==> config.mk <==
export PLATFORM = sky130hd
export DESIGN_NAME = serial_strobe_tx_flat
export DESIGN_NICKNAME = d
export VERILOG_FILES = /design/src/rtl/serial_strobe_pkg.sv /design/src/rtl/serial_strobe_tx_if.sv /design/src/rtl/serial_strobe_tx_phase_timer.sv /design/src/rtl/serial_strobe_tx.sv /design/src/flat_wrapper.sv
export SDC_FILE = /design/constraint.sdc
export NUM_CORES = 1
export LEC_CHECK = 0
export ABC_AREA = 1
export CORE_MARGIN = 2
export CORE_UTILIZATION = 53
export CTS_BUF_LIST = sky130_fd_sc_hd__clkbuf_4
export DETAILED_ROUTE_END_ITERATION = 8
export GPL_TIMING_DRIVEN = 0
export PLACE_DENSITY_LB_ADDON = 0.3
export SYNTH_ARGS = -nofsm -noshare
export SYNTH_HDL_FRONTEND = slang
export SYNTH_SLANG_ARGS = --single-unit
==> constraint.sdc <==
create_clock -name clk -period 1.7 [get_ports clk]
set_input_delay 0.17 -clock clk [delete_from_list [all_inputs] [get_ports clk]]
set_output_delay 0.17 -clock clk [all_outputs]
set_load 0.005 [all_outputs]
==> src/rtl/serial_strobe_pkg.sv <==
// rtl/serial_strobe_pkg.sv - shared types and helpers for serial_strobe_tx
//   state_e    : transmitter FSM state, 2-bit encoding
//   bit_period : cycles spent on one bit (setup + strobe-high + hold)
package serial_strobe_pkg;

    typedef enum logic [1:0] {
        IDLE  = 2'd0,
        SETUP = 2'd1,
        HIGH  = 2'd2,
        HOLD  = 2'd3
    } state_e;

    function automatic int bit_period(input int half_period);
        return 2 * half_period + 1;
    endfunction

endpackage

==> src/rtl/serial_strobe_tx_if.sv <==
// rtl/serial_strobe_tx_if.sv - word handshake and serial latch bus for serial_strobe_tx
//   tx_data/tx_valid/tx_ready : producer-side word handshake
//   ser_d/ser_stb/ser_frame   : serial data, latch enable and frame marker
//   master : producer / observer side
//   slave  : transmitter side
interface serial_strobe_tx_if #(
    parameter int WIDTH = 8
);
    logic [WIDTH-1:0] tx_data;
    logic             tx_valid;
    logic             tx_ready;
    logic             ser_d;
    logic             ser_stb;
    logic             ser_frame;

    modport master (
        output tx_data,
        output tx_valid,
        input  tx_ready,
        input  ser_d,
        input  ser_stb,
        input  ser_frame
    );

    modport slave (
        input  tx_data,
        input  tx_valid,
        output tx_ready,
        output ser_d,
        output ser_stb,
        output ser_frame
    );
endinterface

==> src/rtl/serial_strobe_tx_phase_timer.sv <==
// rtl/serial_strobe_tx_phase_timer.sv - loadable down-counter timing the SETUP and HIGH phases
//   clk, rst_n : clock, asynchronous active-low reset
//   load       : reload to HALF_PERIOD-1 (takes priority over en)
//   en         : count down by one, stopping at zero
//   tc         : terminal count, high while the counter reads zero
module strobe_phase_timer #(
    parameter int HALF_PERIOD = 2
) (
    input  logic clk,
    input  logic rst_n,
    input  logic load,
    input  logic en,
    output logic tc
);
    localparam int CW = (HALF_PERIOD > 1) ? $clog2(HALF_PERIOD) : 1;
    localparam logic [CW-1:0] RELOAD = CW'(HALF_PERIOD - 1);

    logic [CW-1:0] count_q;
    logic [CW-1:0] count_d;

    always_comb begin
        count_d = count_q;
        if (load) begin
            count_d = RELOAD;
        end else if (en && (count_q != '0)) begin
            count_d = count_q - CW'(1);
        end
    end

    always_ff @(posedge clk or negedge rst_n) begin
        if (!rst_n) begin
            count_q <= '0;
        end else begin
            count_q <= count_d;
        end
    end

    assign tc = (count_q == '0);

endmodule

==> src/rtl/serial_strobe_tx.sv <==
// rtl/serial_strobe_tx.sv - parallel-in, MSB-first serial transmitter with level strobe for a gated D latch
//   clk, rst_n : clock, asynchronous active-low reset
//   bus (slave): tx_data/tx_valid/tx_ready word handshake,
//                ser_d/ser_stb/ser_frame serial latch outputs
module serial_strobe_tx
    import serial_strobe_pkg::*;
#(
    parameter int WIDTH       = 8,
    parameter int HALF_PERIOD = 2
) (
    input  logic                clk,
    input  logic                rst_n,
    serial_strobe_tx_if.slave   bus
);
    localparam int BW = $clog2(WIDTH);
    localparam logic [BW-1:0] BIT_LAST = BW'(WIDTH - 1);

    state_e            state_q, state_d;
    logic [WIDTH-1:0]  shift_q, shift_d;
    logic [BW-1:0]     bit_cnt_q, bit_cnt_d;
    logic              ser_d_q, ser_d_d;
    logic              tmr_load;
    logic              tmr_en;
    logic              tmr_tc;

    strobe_phase_timer #(
        .HALF_PERIOD (HALF_PERIOD)
    ) u_phase_timer (
        .clk   (clk),
        .rst_n (rst_n),
        .load  (tmr_load),
        .en    (tmr_en),
        .tc    (tmr_tc)
    );

    // ser_d is only ever updated on the edge that enters SETUP, where the
    // strobe is low on both sides, so data never moves with a strobe edge.
    always_comb begin
        state_d   = state_q;
        shift_d   = shift_q;
        bit_cnt_d = bit_cnt_q;
        ser_d_d   = ser_d_q;
        tmr_load  = 1'b0;
        tmr_en    = 1'b0;

        case (state_q)
            IDLE: begin
                if (bus.tx_valid) begin
                    shift_d   = bus.tx_data;
                    bit_cnt_d = BIT_LAST;
                    ser_d_d   = bus.tx_data[WIDTH-1];
                    tmr_load  = 1'b1;
                    state_d   = SETUP;
                end
            end
            SETUP: begin
                tmr_en = 1'b1;
                if (tmr_tc) begin
                    tmr_load = 1'b1;
                    state_d  = HIGH;
                end
            end
            HIGH: begin
                tmr_en = 1'b1;
                if (tmr_tc) begin
                    state_d = HOLD;
                end
            end
            HOLD: begin
                if (bit_cnt_q != '0) begin
                    shift_d   = shift_q << 1;
                    bit_cnt_d = bit_cnt_q - BW'(1);
                    // Next bit is the one just below the current MSB.
                    ser_d_d   = shift_q[WIDTH-2];
                    tmr_load  = 1'b1;
                    state_d   = SETUP;
                end else begin
                    state_d = IDLE;
                end
            end
            default: begin
                state_d = IDLE;
            end
        endcase
    end

    always_ff @(posedge clk or negedge rst_n) begin
        if (!rst_n) begin
            state_q   <= IDLE;
            shift_q   <= '0;
            bit_cnt_q <= '0;
            ser_d_q   <= 1'b0;
        end else begin
            state_q   <= state_d;
            shift_q   <= shift_d;
            bit_cnt_q <= bit_cnt_d;
            ser_d_q   <= ser_d_d;
        end
    end

    assign bus.tx_ready  = (state_q == IDLE);
    assign bus.ser_stb   = (state_q == HIGH);
    assign bus.ser_frame = (state_q != IDLE);
    assign bus.ser_d     = ser_d_q;

endmodule

==> src/flat_wrapper.sv <==
// flat-port wrapper written by rule: the top's interface ports become plain ports
module serial_strobe_tx_flat import serial_strobe_pkg::*;
#(
    parameter int WIDTH       = 8,
    parameter int HALF_PERIOD = 2
)
  (clk, rst_n, bus_tx_data, bus_tx_valid, bus_tx_ready, bus_ser_d, bus_ser_stb, bus_ser_frame);
  serial_strobe_tx_if #(.WIDTH(WIDTH)) bus_i ();
  input  logic clk;
  input  logic rst_n;
  input wire logic [$bits(bus_i.tx_data)-1:0] bus_tx_data;
  input wire logic [$bits(bus_i.tx_valid)-1:0] bus_tx_valid;
  output wire logic [$bits(bus_i.tx_ready)-1:0] bus_tx_ready;
  output wire logic [$bits(bus_i.ser_d)-1:0] bus_ser_d;
  output wire logic [$bits(bus_i.ser_stb)-1:0] bus_ser_stb;
  output wire logic [$bits(bus_i.ser_frame)-1:0] bus_ser_frame;
  assign bus_i.tx_data = bus_tx_data;
  assign bus_i.tx_valid = bus_tx_valid;
  assign bus_tx_ready = bus_i.tx_ready;
  assign bus_ser_d = bus_i.ser_d;
  assign bus_ser_stb = bus_i.ser_stb;
  assign bus_ser_frame = bus_i.ser_frame;
  serial_strobe_tx #(.WIDTH(WIDTH), .HALF_PERIOD(HALF_PERIOD)) u_core (.clk(clk), .rst_n(rst_n), .bus(bus_i));
endmodule
After elaboration in Yosys (flattened, before gate mapping):

Cells that the tools add are included.

* bits in registers: 14
* input port bits: 11

* add/sub/neg operators: 2
* eq/ne operators: 7
* mux-type cells: 21
* reductions and logical operators: 9

Operators by type and width (count)
* $mux W7: 2
* $pmux W7 S2: 1
* $mux W1: 9
* $pmux W2 S4: 1
* $mux W2: 3
* $mux W3: 2
* $ne A2 B2 Y1 const B: 3
* $pmux W3 S2: 1
* $reduce_and A3 Y1: 2
* $reduce_bool A2 Y1: 3
* $eq A2 B2 Y1 const B: 2
* $pmux W1 S3: 1
* $reduce_bool A3 Y1: 1
* $sub A3 B1 Y3 const B: 1
* $eq A2 B1 Y1 const B: 1
* $logic_not A2 Y1: 1
* $ne A2 B1 Y1 const B: 1
* $pmux W1 S2: 1
* $reduce_or A2 Y1: 1
* $logic_and A1 B1 Y1: 1
* $sub A1 B1 Y1 const B: 1

Longest topological paths before layout:

* depth after elaboration: 6
* depth in mapped cells: 9
* mapped depth without buffers: 9

Hierarchy:

From an unflattened synthesis, not the netlist that was laid out.

* cells, all modules: 116
* area, all modules: 848.3 um^2

Modules (own cells, without submodules)
* serial_strobe_tx: times used 1, cells an instance 110, area an instance 804.5 um^2
* strobe_phase_timer: times used 1, cells an instance 6, area an instance 43.8 um^2

Worst setup path after synthesis:

OpenSTA, ideal clock, no wires.

* kind: register -> register
* start point: register u_core.state_q[0]
* end point: register u_core.bit_cnt_q[0]
* setup time: 123 ps
* arrival time: 1208 ps
* slack: 369 ps
* stages on the path, launching flop included: 7
* period minus slack after synthesis: 1331 ps
* cells stage by stage: dfrtp_1 -> inv_1 -> ha_1 -> nand2_1 -> buf_2 -> nand3_1 -> nand2_1

* word-level cells in the longest chain between the ends: 3
* elaborated cells between the ends (all ways): 7
* classes of those cells: eq/ne (3); mux (1); reduce/logical (3)

Ends and longest elaborated chain
* from (decl): RTL line serial_strobe_tx.sv:18 `state_e state_q, state_d;`
* from (signal assigned): RTL line serial_strobe_tx.sv:94 `state_q <= state_d;`
* $logic_not A2 Y1 (*)
* named net bus_tx_ready: RTL line flat_wrapper.sv:13 `output wire logic [$bits(bus_i.tx_ready)-1:0] bus_tx_ready;`
* $ne A2 B2 Y1 (no line) or $reduce_bool A2 Y1 (tied branches)
* $reduce_and A3 Y1 (no line)
* to (signal assigned): RTL line serial_strobe_tx.sv:96 `bit_cnt_q <= bit_cnt_d;`
* to (decl): RTL line serial_strobe_tx.sv:20 `logic [BW-1:0] bit_cnt_q, bit_cnt_d;`

The timed path passes the listed nets; every way through them passes the cells marked *.
A chain may end at the register's enable or synchronous reset.

Worst setup path in the final report:

* start point: register u_core.state_q[0]
* end point: output port bus_ser_stb

* word-level cells in the longest chain between the ends: 1

Ends and longest elaborated chain
* $eq A2 B2 Y1: RTL line serial_strobe_tx.sv:102 `assign bus.ser_stb = (state_q == HIGH);`
* to (decl): RTL line flat_wrapper.sv:15 `output wire logic [$bits(bus_i.ser_stb)-1:0] bus_ser_stb;`

Every way passes these cells.

==> key figures <==
Status
  – Status: completed

Final layout
  – Most frequent cells in the layout: nand2_1, nand3_1, clkdlybuf4s50_1, dfrtp_1, inv_1
  – ANT cells: 0
  – Number of nets in the layout: ~160
  – FILL cells: 116
  – Commonest non-fill, non-tap cell in the layout: nand2_1
  – Share of cells above drive strength 1: a little over a tenth
  – Finished Layout Cells: around 160
  – Layout area overhead: 27.0%

Timing
  – Final setup vio count: 0
  – Setup_tns: 0 ns
  – Final Skew: between 0.006 and 0.007 ns
  – Final min period: between 1.5 and 2 ns
  – Max-slew headroom: 57.4%
  – Worst Tran Pin Value: between 0.6 and 0.7 ns
  – Final Max Slew Viols: 0
  – RSZ-0062 raised after global routing: yes
  – Final WS setup: around 0.025 ns
  – Final Hold Fails: 0
  – Final worst-path cycle share: between 90% and 100%
  – Achievable Freq: 597 MHz

Placed design
  – Post-DP HPWL: 1.24 mm
  – Final Wtd Congestion: about 0.82
  – Placed cells: 150
  – Buffers on Ports: 14
  – Pre-CTS setup slack: ~0.19 ns

Die
  – Die span in x: around 44 um
  – I/O pin cnt: 15
  – Die ar.: between 0.0015 and 0.002 sq mm
  – Die height: roughly 44 um
  – Initial Utilization: 56.9%
  – Number of core rows: 14
  – Core area: 0.00151 sq mm

Global route
  – Vias in the first global route: roughly 800
  – Grt total ovfl: 0
  – First-pass GRT wire length: slightly above 3 mm
  – GRT Overall Usage: 21.6%
  – Largest net degree at the start of global routing: 15
  – Initial antenna violation count: 0

Worst setup path
  – Worst setup EP type: primary output
  – Worst setup SP type: register
  – Required time worst endpoint: 1.53 ns
  – Maximum fanout along the worst path: 5
  – CP Class: register to primary output
  – Data arrival time of the worst path: roughly 1.5 ns

Routing
  – DR iter-0 viols: 15
  – Vias per std cell: between 5 and 6
  – Detail Route Antenna Nets: 0
  – DR DRC count: 0
  – Drt pass-1 iters: 4
  – Routed length per placed instance: 11.5 um
  – Routed WL: approximately 1.8 mm
  – Vias: 797

Clock network
  – Num CTS Buffers: 3
  – Clock root buffer: clkbuf_4
  – Clk buf depth: 2
  – Clk slew on worst S/H paths: 0.09 ns
  – TritonCTS clock tree: built
  – CTS Sinks: 14
  – H-tree levels: 1
  – Clk_lat worst skew: between 0.2 and 0.3 ns

Yosys
  – Ranking of synthesized cells by area: dfrtp_1, nand2_1, ha_1
  – Post-synthesis sequential area ratio: about two fifths
  – Synth Cell Area: roughly 860 sq um
  – Synth Warn #: 0
  – Yosys cell types: 12
  – Yosys reg bits: 14
  – Top cell type's share of synthesized area: between 40% and 50%
  – Syn Nets: ~140
  – Cell count after synthesis: 120
  – Post-synthesis area per instance: between 7 and 8 sq um
  – Post-synth top area cell: dfrtp_1

Power
  – Total power: 2.09 mW
  – Leakage: about 0.61 nW
  – VDD IR-drop max: around 0.0011 V
  – Power Dens Cells: a little under 2000 mW/mm^2

Flow run
  – Max Cap Viol: 0

Worst hold path
  – Path category of the worst min-delay check: input port to asynchronous set/reset pin
[power breakdown]
part           switching, mW  total (mW)  internal, mW  leakage (nW)
Combinational          0.744        1.29         0.542         0.430
Clock                  0.115       0.200        0.0854        0.0154
Sequential            0.0954       0.606         0.511         0.169
[registers in the layout, indices dropped and copies added, names as in the netlist]
name / count
u_core.shift_q: 7
u_core.bit_cnt_q: 3
u_core.state_q: 2
u_core.bus.ser_d: 1
u_core.u_phase_timer.count_q: 1
[final cells by class]
class	count	area [sq um]	share of cell area (%)
inverters	14	55.1	5.06
multi-input cells	89	453	41.6
clock inverters	1	3.75	0.345
repair buffers	17	163	14.9
well taps	16	20.0	1.84
clock buffers	3	22.5	2.07
flip-flops and latches	14	350	32.2
plain buffers	3	21.3	1.95
[stage by stage]
| stage | hold slack (ns) | util (%) | instance area (sq um) |
|---|---|---|---|
| 6_report | 0.264 | 72.3 | 1090 |
| 2_1_floorplan | -0.126 | - | 857 |
| 3_5_place_dp | 0.459 | 67.5 | 1020 |
| 3_3_place_gp | 0.454 | 67.5 | 1020 |
| 4_1_cts | 0.298 | 70.9 | 1070 |
| 5_1_grt | 0.340 | 72.3 | 1090 |
[path summary, 6_finish.rpt]
check / from / to / slack (ns) / cells past startpoint
worst max-delay path: u_core.state_q[0]$_DFFE_PN0P_ / bus_ser_stb / 0.03 / 3
worst min-delay path: rst_n / u_core.shift_q[0]$_DFFE_PN0P_ / 0.26 / 1
worst max register to register: u_core.state_q[1]$_DFFE_PN0P_ / u_core.bit_cnt_q[1]$_DFFE_PN0P_ / 0.13 / 9
worst min register to register: u_core.bus.ser_d$_DFFE_PN0P_ / u_core.bus.ser_d$_DFFE_PN0P_ / 0.48 / 2
max in group asynchronous: rst_n / u_core.shift_q[4]$_DFFE_PN0P_ / 1.02 / 1
min in group clk: u_core.bus.ser_d$_DFFE_PN0P_ / u_core.bus.ser_d$_DFFE_PN0P_ / 0.48 / 2
[critical path, stage by stage, from the launching register on]
cell and delay (ns):
dfrtp_1 0.41, inv_2 0.12, ha_2 0.20, clkdlybuf4s50_1 0.49
[metal layers]
metal	global-route usage (%)	wire, um	vias up
li1	-	-	409
met1	27.4	795	366
met2	35.6	899	17
met3	4.08	69	5
met4	10.3	34	0
met5	0	0	-
[timing repair]
item / in CTS / in global routing
setup endpoints to repair: 3 / 12
hold buffers: 0 / 0
buffers inserted: 3 / 0
gates resized for setup: 2 / 4
[cells in the mapped netlist]
master    instances
buf_2             2
buf_6             1
dfrtp_1          14
ha_1              8
inv_1            13
inv_2             1
nand2_1          61
nand2_2           2
nand3_1          14
nand3b_1          1
nor2_1            1
o21ai_0           2
[logic make-up (layout without fill, tap and decap cells)]
family	count (synthesis)	in the layout	synth area share, %
adders and majority gates	8	8	11.7
DFF	14	14	40.9
AOI/OAI and AO/OA	2	2	1.17
and+or+nand+nor	79	79	37.7
buffers and inverters	17	38	8.61
Note: power is estimated with default switching activity, not from simulation.
